--- config.mk ---
export PLATFORM = sky130hd
export DESIGN_NAME = cla_nibble_serial_adder_flat
export DESIGN_NICKNAME = d
export VERILOG_FILES = /design/src/rtl/cla_nibble_serial_adder_if.sv /design/src/rtl/cla_nibble_serial_adder.sv /design/src/flat_wrapper.sv
export SDC_FILE = /design/constraint.sdc
export NUM_CORES = 1
export LEC_CHECK = 0
export ABC_AREA = 1
export BUFFER_PORTS_ARGS = -buffer_cell sky130_fd_sc_hd__buf_4
export CAP_MARGIN = 25
export CORE_MARGIN = 1.5
export CORE_UTILIZATION = 45
export CTS_BUF_LIST = sky130_fd_sc_hd__clkbuf_8
export DETAILED_ROUTE_END_ITERATION = 12
export HOLD_SLACK_MARGIN = 0.12
export PLACE_DENSITY = 0.76
export SLEW_MARGIN = 25
export SYNTH_ARGS = -nofsm -noshare
export SYNTH_HDL_FRONTEND = slang
export SYNTH_SLANG_ARGS = --single-unit
--- constraint.sdc ---
create_clock -name clk -period 2.3 [get_ports clk]
set_input_delay 0.23 -clock clk [delete_from_list [all_inputs] [get_ports clk]]
set_output_delay 0.23 -clock clk [all_outputs]
set_load 0.01 [all_outputs]
--- src/rtl/cla_nibble_serial_adder_if.sv ---
// Operand/result handshake bundle for cla_nibble_serial_adder.
// The master drives requests and consumes results; the slave is the adder.
interface cla_nibble_serial_adder_if #(
  parameter int unsigned WIDTH = 16
);
  logic             in_valid;
  logic             in_ready;
  logic [WIDTH-1:0] a;
  logic [WIDTH-1:0] b;
  logic             cin;
  logic             sub;
  logic             out_valid;
  logic             out_ready;
  logic [WIDTH-1:0] sum;
  logic             cout;
  logic             ovf;
  logic             busy;

  modport master (
    output in_valid, a, b, cin, sub, out_ready,
    input  in_ready, out_valid, sum, cout, ovf, busy
  );

  modport slave (
    input  in_valid, a, b, cin, sub, out_ready,
    output in_ready, out_valid, sum, cout, ovf, busy
  );
endinterface

--- src/rtl/cla_nibble_serial_adder.sv ---
// Multi-cycle WIDTH-bit adder/subtractor: one nibble per clock through a shared
// 4-bit carry-lookahead slice, with the inter-nibble carry held in a register.

module cla_4bit (
  input  logic [3:0] a,
  input  logic [3:0] b,
  input  logic       cin,
  output logic [3:0] sum,
  output logic       cout
);
  logic [3:0] g;
  logic [3:0] p;
  logic [4:0] c;

  always_comb begin
    g    = a & b;
    p    = a ^ b;
    c[0] = cin;
    c[1] = g[0] | (p[0] & cin);
    c[2] = g[1] | (p[1] & g[0]) | (p[1] & p[0] & cin);
    c[3] = g[2] | (p[2] & g[1]) | (p[2] & p[1] & g[0])
         | (p[2] & p[1] & p[0] & cin);
    c[4] = g[3] | (p[3] & g[2]) | (p[3] & p[2] & g[1])
         | (p[3] & p[2] & p[1] & g[0]) | (p[3] & p[2] & p[1] & p[0] & cin);
    sum  = p ^ c[3:0];
    cout = c[4];
  end
endmodule

module cla_nibble_serial_adder #(
  parameter int unsigned WIDTH = 16
) (
  input  logic                            clk,
  input  logic                            rst,
  cla_nibble_serial_adder_if.slave        bus
);
  localparam int unsigned NIBBLES = WIDTH / 4;
  localparam int unsigned IDX_W   = (NIBBLES > 1) ? $clog2(NIBBLES) : 1;
  localparam logic [IDX_W-1:0] LAST_IDX = IDX_W'(NIBBLES - 1);

  typedef enum logic [1:0] {
    IDLE = 2'd0,
    RUN  = 2'd1,
    DONE = 2'd2
  } state_t;

  state_t           state;
  state_t           next_state;

  logic [WIDTH-1:0] a_reg;
  logic [WIDTH-1:0] b_reg;
  logic             carry_reg;
  logic [IDX_W-1:0] idx;
  logic [WIDTH-1:0] sum_reg;
  logic             cout_reg;
  logic             ovf_reg;
  logic             in_ready_reg;
  logic             out_valid_reg;
  logic             busy_reg;

  logic [3:0]       slice_a;
  logic [3:0]       slice_b;
  logic [3:0]       slice_sum;
  logic             slice_cout;
  logic             last_nibble;

  assign slice_a     = a_reg[{idx, 2'b00} +: 4];
  assign slice_b     = b_reg[{idx, 2'b00} +: 4];
  assign last_nibble = (idx == LAST_IDX);

  cla_4bit u_slice (
    .a    (slice_a),
    .b    (slice_b),
    .cin  (carry_reg),
    .sum  (slice_sum),
    .cout (slice_cout)
  );

  always_ff @(posedge clk) begin
    if (rst) begin
      state <= IDLE;
    end else begin
      state <= next_state;
    end
  end

  always_comb begin
    next_state = state;
    unique case (state)
      IDLE:    if (bus.in_valid)  next_state = RUN;
      RUN:     if (last_nibble)   next_state = DONE;
      DONE:    if (bus.out_ready) next_state = IDLE;
      default: next_state = IDLE;
    endcase
  end

  // Handshake flags are registered from next_state so they line up with the state.
  always_ff @(posedge clk) begin
    if (rst) begin
      a_reg         <= '0;
      b_reg         <= '0;
      carry_reg     <= 1'b0;
      idx           <= '0;
      sum_reg       <= '0;
      cout_reg      <= 1'b0;
      ovf_reg       <= 1'b0;
      in_ready_reg  <= 1'b1;
      out_valid_reg <= 1'b0;
      busy_reg      <= 1'b0;
    end else begin
      in_ready_reg  <= (next_state == IDLE);
      out_valid_reg <= (next_state == DONE);
      busy_reg      <= (next_state != IDLE);
      unique case (state)
        IDLE: begin
          if (bus.in_valid) begin
            a_reg     <= bus.a;
            b_reg     <= bus.b ^ {WIDTH{bus.sub}};
            carry_reg <= bus.sub ? 1'b1 : bus.cin;
            idx       <= '0;
            sum_reg   <= '0;
            cout_reg  <= 1'b0;
            ovf_reg   <= 1'b0;
          end
        end
        RUN: begin
          sum_reg[{idx, 2'b00} +: 4] <= slice_sum;
          carry_reg                  <= slice_cout;
          if (last_nibble) begin
            idx      <= '0;
            cout_reg <= slice_cout;
            ovf_reg  <= (a_reg[WIDTH-1] == b_reg[WIDTH-1]) &&
                        (slice_sum[3] != a_reg[WIDTH-1]);
          end else begin
            idx <= idx + 1'b1;
          end
        end
        default: ;
      endcase
    end
  end

  assign bus.in_ready  = in_ready_reg;
  assign bus.out_valid = out_valid_reg;
  assign bus.busy      = busy_reg;
  assign bus.sum       = sum_reg;
  assign bus.cout      = cout_reg;
  assign bus.ovf       = ovf_reg;
endmodule
--- src/flat_wrapper.sv ---
// flat-port wrapper written by rule: the top's interface ports become plain ports
module cla_nibble_serial_adder_flat 
#(
  parameter int unsigned WIDTH = 16
)
  (clk, rst, bus_in_valid, bus_a, bus_b, bus_cin, bus_sub, bus_out_ready, bus_in_ready, bus_out_valid, bus_sum, bus_cout, bus_ovf, bus_busy);
  cla_nibble_serial_adder_if #(.WIDTH(WIDTH)) bus_i ();
  input  logic clk;
  input  logic rst;
  input wire logic [$bits(bus_i.in_valid)-1:0] bus_in_valid;
  input wire logic [$bits(bus_i.a)-1:0] bus_a;
  input wire logic [$bits(bus_i.b)-1:0] bus_b;
  input wire logic [$bits(bus_i.cin)-1:0] bus_cin;
  input wire logic [$bits(bus_i.sub)-1:0] bus_sub;
  input wire logic [$bits(bus_i.out_ready)-1:0] bus_out_ready;
  output wire logic [$bits(bus_i.in_ready)-1:0] bus_in_ready;
  output wire logic [$bits(bus_i.out_valid)-1:0] bus_out_valid;
  output wire logic [$bits(bus_i.sum)-1:0] bus_sum;
  output wire logic [$bits(bus_i.cout)-1:0] bus_cout;
  output wire logic [$bits(bus_i.ovf)-1:0] bus_ovf;
  output wire logic [$bits(bus_i.busy)-1:0] bus_busy;
  assign bus_i.in_valid = bus_in_valid;
  assign bus_i.a = bus_a;
  assign bus_i.b = bus_b;
  assign bus_i.cin = bus_cin;
  assign bus_i.sub = bus_sub;
  assign bus_i.out_ready = bus_out_ready;
  assign bus_in_ready = bus_i.in_ready;
  assign bus_out_valid = bus_i.out_valid;
  assign bus_sum = bus_i.sum;
  assign bus_cout = bus_i.cout;
  assign bus_ovf = bus_i.ovf;
  assign bus_busy = bus_i.busy;
  cla_nibble_serial_adder #(.WIDTH(WIDTH)) u_core (.clk(clk), .rst(rst), .bus(bus_i));
endmodule
==> metrics <==
cell leakage power 1.50 nW; row count 27; DRC viols 0; RD Place Congestion roughly 0.86; top cell type's share of synthesized area 0.432; Clk Latency, worst-skew pair 0.35 ns; global route overflow 0; Critical Path Fanout Max 21; PD cells 776 nW/um2; Ports between 50 and 60; vias in the first global route about 2300; CTS tree built; die area around 6400 um2; total global-route track usage 0.211; sequential share of the synthesized area 0.432; run status completed; max-cap violations 0; Sw Share 0.275; top post-synthesis cells by area dfxtp_1, nor2_1, o21ai_0, nand2_1, xnor2_1; simple-gate share of the synthesized area 0.219; Final Hold Vio Count 0; Mean Syn Cell Area 7.72 um2; initial antenna violation count 0; slowest cell delay on critical path 0.40 ns; CTS buffer count 9; CP Capture Type register; critical path class register to register; Post-Syn Instances between 300 and 400; Post-Syn Area 2690 um2; Placeable Area ~5600 um2; Clock Sink Count 58; Wirelength per Cell 12.8 um; Die Span X ~80 um; first-pass GRT wire length between 10000 and 15000 um; die height ~80 um; Synth-to-Final Area Change 32.3%; ANT cells 0; layout cells sized above 1 0.237; Synth Area in Compound Gates 0.185; critical path arrival 2.42 ns; filler instances 485; first drt pass iteration count 4; final wirelength 6310 um; number of DRC markers in iteration 0 187; cell repeated most along the worst path nand2_1; WP data required approximately 2.6 ns; pin count of the biggest net entering global routing between 40 and 50; crit path cell chain buf_6 > o21ai_0 > o22ai_1 > ha_1 > nand4_1 > nand2_1 > nand2_1 > nand2_1 > nand2_1 > nand3b_1 > a21oi_1; Antenna Nets Post-Route 0; PortBufs 58; CP Depth 11; YS warnings 0; Clock Skew 0.0108 ns; Setup Viol. Count Final 0; fin. max-slew vios 0; part of the power in registers 0.407; final period utilization 0.931; main combinational cell family by area after synthesis simple AND/OR/NAND/NOR gates; clock buffer depth 2; switching power between 700 and 800 uW; Internal Power 2.00 mW; Post-Synth XOR/XNOR Area 0.0587; kind of start point of the critical path register; Relative slew margins 0.690; RSZ-0062 raised after global routing no; Min Clock Period, post-route 2.14 ns; Synth area leader dfxtp_1; mux share of post-synthesis cell area 0; slowest CP cell dfxtp_2; Root Driver clkbuf_8; clock power share 0.396; post-route worst setup slack 0.159 ns; Via density 5.13; worst slew pin tran 0.464 ns; Fmax achieved 467 MHz; Worst-path clk slew 0.07 ns; combinational share of power 0.197; Vias 2536; post-synth cell types 29; pre-CTS setup slack between 0.05 and 0.06 ns; Worst Hold Slack 0.126 ns; Worst VDD drop between 400 and 500 uV; Final #Nets 465; synthesized flop and latch total 58; H-Tree Depth 3; initial core utilization 0.476; Detail Placement HPWL 4390 um; Placed Area 3150 um2; Hold Crit Depth 3; total negative slack 0 ns; Hold Path Class input port to register; multi-input logic area 1390 um2; syn_nets 396; reg2reg path depth 11; Crit path buffers/inverters 1; overall power 2.76 mW; CP top delay family compound AO/OA/AOI/OAI gates; post-synthesis adder-cell area fraction 0.0494; Seq. cell area 1160 um2; fin area 3550 um2
-- cells in the mapped netlist, drive strengths merged --
library cell  number
nor2              83
dfxtp             58
nand2             42
o21ai             35
a21oi             26
a211oi            16
inv               16
xnor2             16
buf               10
ha                 9
clkbuf             8
nand3              8
o22ai              8
nand4              3
a22oi              2
or2                2
xor2               2
and3               1
fa                 1
nand3b             1
nor4               1
-- worst min-delay path, stage by stage --
cell and delay (ns):
buf_4 0.08, nor2_1 0.04, nor2_1 0.09
-- final timing paths --
kind,start,endpoint,slack [ns]
hold / removal,bus_a[7],u_core.a_reg[7],0.13
setup reg to reg,u_core.idx[0],u_core.bus.ovf,0.16
setup / recovery,u_core.idx[0],u_core.bus.ovf,0.16
hold reg to reg,u_core.bus.sum[9],u_core.bus.sum[9],0.46
-- what timing repair did --
item,in CTS,in global routing
hold buffers,14,0
setup buffers,0,0
endpoints found under the setup margin,0,14
endpoints found under the hold margin,14,0
gates resized for setup,0,9
-- power by group through the flow --
stage               clock network [mW]  logic (mW)  registers, mW
finish                            1.09       0.543           1.12
CTS                               1.10       0.527           1.12
global route                      1.15       0.607           1.13
detailed placement                   0       0.506           1.14
global placement                     0       0.495           1.14
floorplan                            0       0.359           1.13
-- per-stage QoR --
stage          instances  utilization
2_1_floorplan        348            -
3_3_place_gp         463        0.558
3_5_place_dp         463        0.558
4_1_cts              493        0.625
5_1_grt              494        0.630
6_report             494        0.630
-- per-layer routing --
metal  vias to the layer above  GRT usage  wire, um
li1                       1299          -         -
met1                      1149      0.249      2860
met2                        71      0.345      2930
met3                        17     0.0739       357
met4                         0     0.0897       165
met5                         -          0         0
-- cells in the final DEF (no fill, tap or decap), types with 2 or more instances in the layout --
| cell type | n |
|---|---|
| inv_1 | 10 |
| o22ai_1 | 8 |
| o21ai_0 | 33 |
| a211oi_1 | 16 |
| dfxtp_1 | 56 |
| bufinv_16 | 2 |
| nor2_2 | 4 |
| ha_1 | 8 |
| dfxtp_2 | 2 |
| a21oi_1 | 24 |
| nand2_2 | 2 |
| a21oi_2 | 2 |
| inv_2 | 4 |
| o21ai_1 | 2 |
| nand4_1 | 3 |
| xnor2_1 | 16 |
| clkinvlp_4 | 3 |
| nand3_1 | 8 |
| buf_4 | 60 |
| nand2_1 | 40 |
| or2_2 | 2 |
| clkbuf_8 | 12 |
| a22oi_1 | 2 |
| dlygate4sd3_1 | 14 |
| nor2_1 | 78 |
-- cell families after synthesis --
logic type,Yosys count
adder cells (fa/ha/maj),10
AND/OR/NAND/NOR,141
buffers and inverters,34
AO/OA/AOI/OAI,87
flip-flops,58
XOR/XNOR,18
-- layout make-up --
| class | instances | share of cell area |
|---|---|---|
| Inverter | 16 | 0.0187 |
| Timing Repair Buffer | 75 | 0.169 |
| Tap cell | 72 | 0.0253 |
| Timing Repair inverter | 1 | 0.00211 |
| Clock buffer | 12 | 0.0465 |
| Sequential cell | 58 | 0.327 |
| Clock inverter | 4 | 0.0204 |
| Multi-Input combinational cell | 256 | 0.390 |
No activity file was read; power rests on OpenSTA's default activity.
